## src/rtl/incomp_if1_pkg.sv

```systemverilog
// Shared constants and the saturating-increment helper for incomp_if1.
// Optional feature macro used by the top: COMPLETE_ELSE_EN.
package incomp_if1_pkg;

  localparam int DEF_WIDTH = 1;
  localparam int DEF_CNT_W = 8;

  // Counter values are carried in 32 bits so one function serves any CNT_W <= 32.
  function automatic logic [31:0] sat_inc(input logic [31:0] val, input int unsigned cnt_w);
    logic [31:0] max_val;
    max_val = (cnt_w >= 32) ? 32'hFFFF_FFFF : ((32'd1 << cnt_w) - 32'd1);
    return (val >= max_val) ? max_val : val + 32'd1;
  endfunction

endpackage

```

## src/rtl/incomp_if1_sat_cnt.sv

```systemverilog
// Saturating hold-cycle counter: reset and clear force zero, increment stops at all-ones.
module incomp_if1_sat_cnt
  import incomp_if1_pkg::*;
#(
  parameter int CNT_W = DEF_CNT_W
) (
  input  logic             clk,
  input  logic             rst_n,
  input  logic             i_clr,
  input  logic             i_inc,
  output logic [CNT_W-1:0] o_cnt
);

  logic [CNT_W-1:0] r_cnt;
  logic [CNT_W-1:0] w_cnt_inc;

  assign w_cnt_inc = CNT_W'(sat_inc(32'(r_cnt), CNT_W));

  always_ff @(posedge clk) begin
    if (!rst_n) begin
      r_cnt <= '0;
    end else if (i_clr) begin
      r_cnt <= '0;
    end else if (i_inc) begin
      r_cnt <= w_cnt_inc;
    end
  end

  assign o_cnt = r_cnt;

endmodule

```

## src/rtl/incomp_if1.sv

```systemverilog
// Flop-based model of an incomplete if: i0=1 loads i1 into y, i0=0 holds y.
// Define COMPLETE_ELSE_EN to complete the if (i0=0 loads i2, never holds).
module incomp_if1
  import incomp_if1_pkg::*;
#(
  parameter int WIDTH = DEF_WIDTH,
  parameter int CNT_W = DEF_CNT_W
) (
  input  logic             clk,
  input  logic             rst_n,
  input  logic             i0,
  input  logic [WIDTH-1:0] i1,
  input  logic [WIDTH-1:0] i2,
  output logic [WIDTH-1:0] y,
  output logic             loaded,
  output logic [CNT_W-1:0] hold_cnt
);

  logic [WIDTH-1:0] r_y;
  logic             r_loaded;
  logic             w_clr;
  logic             w_inc;

`ifdef COMPLETE_ELSE_EN
  // Every non-reset edge writes y, so there is never a hold to count.
  assign w_clr = 1'b1;
  assign w_inc = 1'b0;

  always_ff @(posedge clk) begin
    if (!rst_n) begin
      r_y      <= '0;
      r_loaded <= 1'b0;
    end else begin
      r_y      <= i0 ? i1 : i2;
      r_loaded <= 1'b1;
    end
  end
`else
  logic w_unused_i2;
  assign w_unused_i2 = ^i2;

  assign w_clr = i0;
  assign w_inc = ~i0;

  always_ff @(posedge clk) begin
    if (!rst_n) begin
      r_y      <= '0;
      r_loaded <= 1'b0;
    end else if (i0) begin
      r_y      <= i1;
      r_loaded <= 1'b1;
    end
  end
`endif

  incomp_if1_sat_cnt #(
    .CNT_W (CNT_W)
  ) u_sat_cnt (
    .clk   (clk),
    .rst_n (rst_n),
    .i_clr (w_clr),
    .i_inc (w_inc),
    .o_cnt (hold_cnt)
  );

  assign y      = r_y;
  assign loaded = r_loaded;

endmodule

```

## config.mk

```make
export PLATFORM = sky130hd
export DESIGN_NAME = incomp_if1
export DESIGN_NICKNAME = d
export VERILOG_FILES = /design/src/rtl/incomp_if1_pkg.sv /design/src/rtl/incomp_if1_sat_cnt.sv /design/src/rtl/incomp_if1.sv
export SDC_FILE = /design/constraint.sdc
export NUM_CORES = 1
export LEC_CHECK = 0
export ABC_CLOCK_PERIOD_IN_PS = 1710
export BUFFER_PORTS_ARGS = -buffer_cell sky130_fd_sc_hd__buf_4
export CAP_MARGIN = 5
export CELL_PAD_IN_SITES_DETAIL_PLACEMENT = 1
export CELL_PAD_IN_SITES_GLOBAL_PLACEMENT = 2
export CORE_MARGIN = 4
export CORE_UTILIZATION = 26
export DETAILED_ROUTE_END_ITERATION = 8
export PLACE_DENSITY = 0.78
export SYNTH_ARGS = -nofsm -noshare
export SYNTH_HDL_FRONTEND = slang
export SYNTH_SLANG_ARGS = --single-unit
```

## constraint.sdc

```tcl
create_clock -name clk -period 1.71 [get_ports clk]
set_input_delay 0.0855 -clock clk [delete_from_list [all_inputs] [get_ports clk]]
set_output_delay 0.0855 -clock clk [all_outputs]
set_load 0.03 [all_outputs]
```

== After elaboration in Yosys (flattened, before gate mapping) ==
Index checks and enable logic that the tools add are counted.
Word-level totals
  register bits after elaboration: 10
  latch bits: 0
  RAM bits: 0
  ROM bits: 0
  input bits: 5
  output and inout port bits: 10
  logic and storage cells: 8
  memories: 0
Operators by class
  add/subtract/negate cells: 1
  $mul: 0
  div/mod/pow operators: 0
  order comparisons: 1
  equal/unequal tests: 0
  shift operators: 0
  multiplexer cells: 1
  bitwise logic cells: 1
  reduce and logical (&&, ||, !) cells: 1
Operator list (number)
  8-bit by 1-bit adder with 8-bit output (second input constant): 1
  8-bit greater-or-equal comparator (second input constant): 1
  8-bit 2-to-1 mux: 1
  2-bit OR reduction: 1
  1-bit NOT: 1

== Logic depth before layout (Yosys ltp) ==
  word-level depth: 2
  mapped depth: 5

== Cells and area by module ==
Synthesis repeated with hierarchy kept, for this count alone.
Second synthesis, totals
  cell total of the unflattened synthesis: 48
  area total of the unflattened synthesis: 449.2 um^2
Modules (own cells, without submodules)
  incomp_if1_sat_cnt: instances 1, cells an instance 42, area each 381.6 um^2, sequential area each 160.2 um^2
  incomp_if1: instances 1, cells an instance 6, area each 67.6 um^2, sequential area each 40.0 um^2

== Worst setup path after synthesis ==
OpenSTA, ideal clock, no wires.
  path type: reg-to-reg
  from: register u_sat_cnt.r_cnt[0] (netlist: u_sat_cnt.o_cnt[0])
  to: register u_sat_cnt.r_cnt[7] (netlist: u_sat_cnt.o_cnt[7])
  arrival time: 1.359 ns
  required time: 1.582 ns
  path slack: 0.223 ns
  cell stages (with the launch flop): 6
  path buffers: 1
  clock period less this slack: 1.487 ns
  cell sequence: dfxtp_1 > ha_1 > and3_1 > buf_6 > nor4b_1 > nor3b_1
On the way
  cells in the longest elaborated chain, start to end: 2
  elaborated cells between the ends (all ways): 3
RTL lines
  start: declaration: line incomp_if1_sat_cnt.sv:14  | logic [CNT_W-1:0] r_cnt;
  start signal: assignment: line incomp_if1_sat_cnt.sv:25  | r_cnt <= w_cnt_inc;
  8-bit by 1-bit adder with 8-bit output / 8-bit greater-or-equal comparator (equally long branches): line incomp_if1_pkg.sv:12  | return (val >= max_val) ? max_val : val + 32'd1;
  8-bit 2-to-1 mux (*): line incomp_if1_pkg.sv:12
Every way passes the cells marked *; elsewhere a longest branch is shown, timed or not.
A chain may end at the register's enable or synchronous reset.

== Worst setup path in the final report ==
Ends and elaborated chain as after synthesis.

==> impl_metrics.py <==
metrics = {
    "setup_path": {
        "r2r_cells": 4,
        "reg2reg_to": "u_sat_cnt.o_cnt[7]",
        "crit_slowest_cell": "dfxtp_1",
        "crit_path_start_kind": "flop",
        "crit_arrival_ps": 1530,
        "end_kind": "flop",
        "r2r_start": "u_sat_cnt.o_cnt[0]",
        "crit_type": "flop to flop",
        "crit_path_start": "u_sat_cnt.o_cnt[0]",
        "cp_cell_sequence": "ha_1 -> and3_1 -> nor4b_1 -> nor3b_1",
        "reg2reg_slack_ps": 320,
        "cpPeakStageDelay_ps": 360,
        "path_buf_inv": 0,
        "crit_fanout": 7,
        "critPathTopFamily": "simple AND/OR/NAND/NOR gates",
        "cp_data_required_time_ps": 1850,
    },
    "floorplanning": {
        "die_area_um2": 2364,
        "die_h_um": 48.63,
        "core-area_um2": 1541,
        "rows": 14,
        "start_util_pct": 27.84,
        "io_pins": 15,
        "fp.dieW_um": 48.63,
    },
    "routing": {
        "vias": 377,
        "drt_pass1_iterations": 4,
        "viasPerCell": 5.095,
        "wl_met1_um": 417,
        "ant_nets": 0,
        "detail_route.drc_violations": 0,
        "routed_wl_um": 881,
        "highest_layer": "met3",
        "first_iter_violations": 5,
        "wl_per_cell_um": 11.91,
        "wl_met2_um": 371,
        "wl_met3_um": 92,
    },
    "placed_design": {
        "port_buffers": 13,
        "gp_congestion": 0.7225,
        "dpl.hpwl_um": 698,
        "place_worst_setup_slack_ps": 304.5,
    },
    "cells_and_area": {
        "diodes": 0,
        "n_fill_cell": 191,
        "drive_above_1_share_pct": 32.76,
        "final_nets": 65,
        "area_growth_pct": 32.36,
        "final_cell_mix": "13 x buf_4, 10 x dfxtp_1, 4 x a21oi_1, 3 x a31oi_1, 3 x clkbuf_4",
        "final_core_util_pct": 36.85,
        "final_common_cell": "buf_4",
    },
    "synth": {
        "ys_top_cells_by_area": "dfxtp_1 47%, a21oi_1 4.7%, a31oi_1 4.4%",
        "synthCells": 43,
        "seq_area_frac_synth_pct": 46.65,
        "ys_seq_elements": 10,
        "syn_nets": 49,
        "synth_top_cell_area_share_pct": 46.65,
        "synth.avg_cell_area_um2": 9.981,
        "yosys.area.top_type": "dfxtp_1",
        "synth_cell_types": 27,
        "yosysWarnings": 0,
        "syn-cell-area_um2": 429.2,
    },
    "power_and_ir_drop": {
        "vdd_ir_drop_max_v": 0.0003309,
        "leakage_nw": 0.2371,
        "total_power_mw": 0.4880,
        "p_per_area_nw_per_um2": 859.1,
    },
    "sta": {
        "worst_pin_slew_ps": 339.3,
        "finalClockSkew_ps": 2.467,
        "worst_slack_ps": 318.8,
        "fmax_mhz": 718.8,
        "hold_viol_final": 0,
        "final_period_minus_worst_setup_slack_ps": 1391,
        "fin_crit_sh_pct": 81.36,
        "max-slew-margin-rel_pct": 77.38,
        "report.final.setup_viol": 0,
        "whs_ps": 45.76,
        "rsz0062_at_grt": "false",
        "tns_ps": 0,
        "drv_slew": 0,
    },
    "clock_network": {
        "cts_tree": "built",
        "clkSlewWorstSetupHoldPaths_ps": 70,
        "postCtsHoldBufs": 0,
        "cts_buffer_depth": 2,
        "post_cts_buffers": 0,
        "numClockSinks": 10,
        "numCtsBuffers": 3,
        "cts-root-buf": "clkbuf_4",
        "cts.repair.resized": 0,
        "htree_levels": 1,
        "clock_latency_ps": 260,
    },
    "worst_hold_path": {
        "hold_path.class": "primary input to flop",
        "hold_path_depth": 2,
        "hold_path_end": "loaded",
        "min-delay-start": "i0",
    },
    "grt": {
        "overflow": 0,
        "grt_max_degree": 9,
        "first_global_vias": 406,
        "antenna_found_initial": 0,
        "grt_pass1_wl_um": 1669,
        "groute.usage.overall_pct": 8.879,
    },
    "run": {
        "cap_viol_max_count": 0,
    },
    "run_status": {
        "status": "finished, final reports clean",
    },
}
-- kinds of logic after synthesis --
logic type                 synth area share, %
and+or+nand+nor                          23.32
AOI/OAI and AO/OA                        18.37
DFF                                      46.65
buffers and inverters                    4.371
xor gates and xnor gates                 2.041
muxes                                    2.332
adders and majority gates                2.915
-- where the power goes --
group	total, mW	internal, mW	switching [mW]
clock network	0.209	0.129	0.0794
registers	0.243	0.238	0.00468
logic	0.0366	0.0161	0.0205
-- worst reg2reg max path: stages (launching register included) --
cell and delay [ps]:
dfxtp_1 360, ha_1 250, and3_1 260, nor4b_1 310
nor3b_1 90
-- through the flow --
step | instances | instance area, µm²
floorplan | 43 | 429.2
global placement | 70 | 531.8
detailed placement | 70 | 531.8
CTS | 74 | 568.0
global route | 74 | 568.0
finish | 74 | 568.0
-- layout make-up --
| type | count | area [µm²] | area share (%) |
|---|---|---|---|
| Sequential cell | 10 | 200.2 | 35.24 |
| Inverter | 1 | 3.754 | 0.6608 |
| Multi-Input combinational cell | 30 | 210.2 | 37.00 |
| Tap cell | 16 | 20.02 | 3.524 |
| Timing Repair Buffer | 13 | 97.59 | 17.18 |
| Clock buffer | 4 | 36.28 | 6.388 |
-- metal layers --
layer / vias to the layer above / global-route usage (%)
met4: 0 / 2.691
met1: 173 / 10.06
met2: 16 / 12.83
met3: 0 / 6.748
li1: 188 / -
met5: - / 0
-- synth_stat cells --
cell / count
dfxtp_1: 10
a21oi_1: 4
a31oi_1: 3
nor2_1: 2
nor2b_1: 2
a211oi_1: 1
a211oi_2: 1
and3_1: 1
and4_1: 1
and4b_1: 1
buf_6: 1
clkbuf_1: 1
ha_1: 1
inv_1: 1
mux2i_1: 1
nand2_1: 1
nand2b_1: 1
nand3_1: 1
nand4_2: 1
nor3_1: 1
nor3b_1: 1
nor4b_1: 1
o21a_1: 1
o21ai_0: 1
o21bai_1: 1
or3_1: 1
xnor2_1: 1
-- worst max path at each step --
stage / end / slack (ps) / cells after the start
global route: u_sat_cnt.o_cnt[7] / 180 / 4
global placement: u_sat_cnt.o_cnt[7] / 290 / 4
detailed placement: u_sat_cnt.o_cnt[7] / 300 / 4
floorplan: u_sat_cnt.o_cnt[7] / 220 / 5
finish: u_sat_cnt.o_cnt[7] / 320 / 4
CTS: u_sat_cnt.o_cnt[7] / 290 / 4
-- flip-flops by register name, indices dropped and copies added, names as in the netlist --
name and flops:
loaded 1, u_sat_cnt.o_cnt 8, y 1
Note: power is estimated with default switching activity, not from simulation.
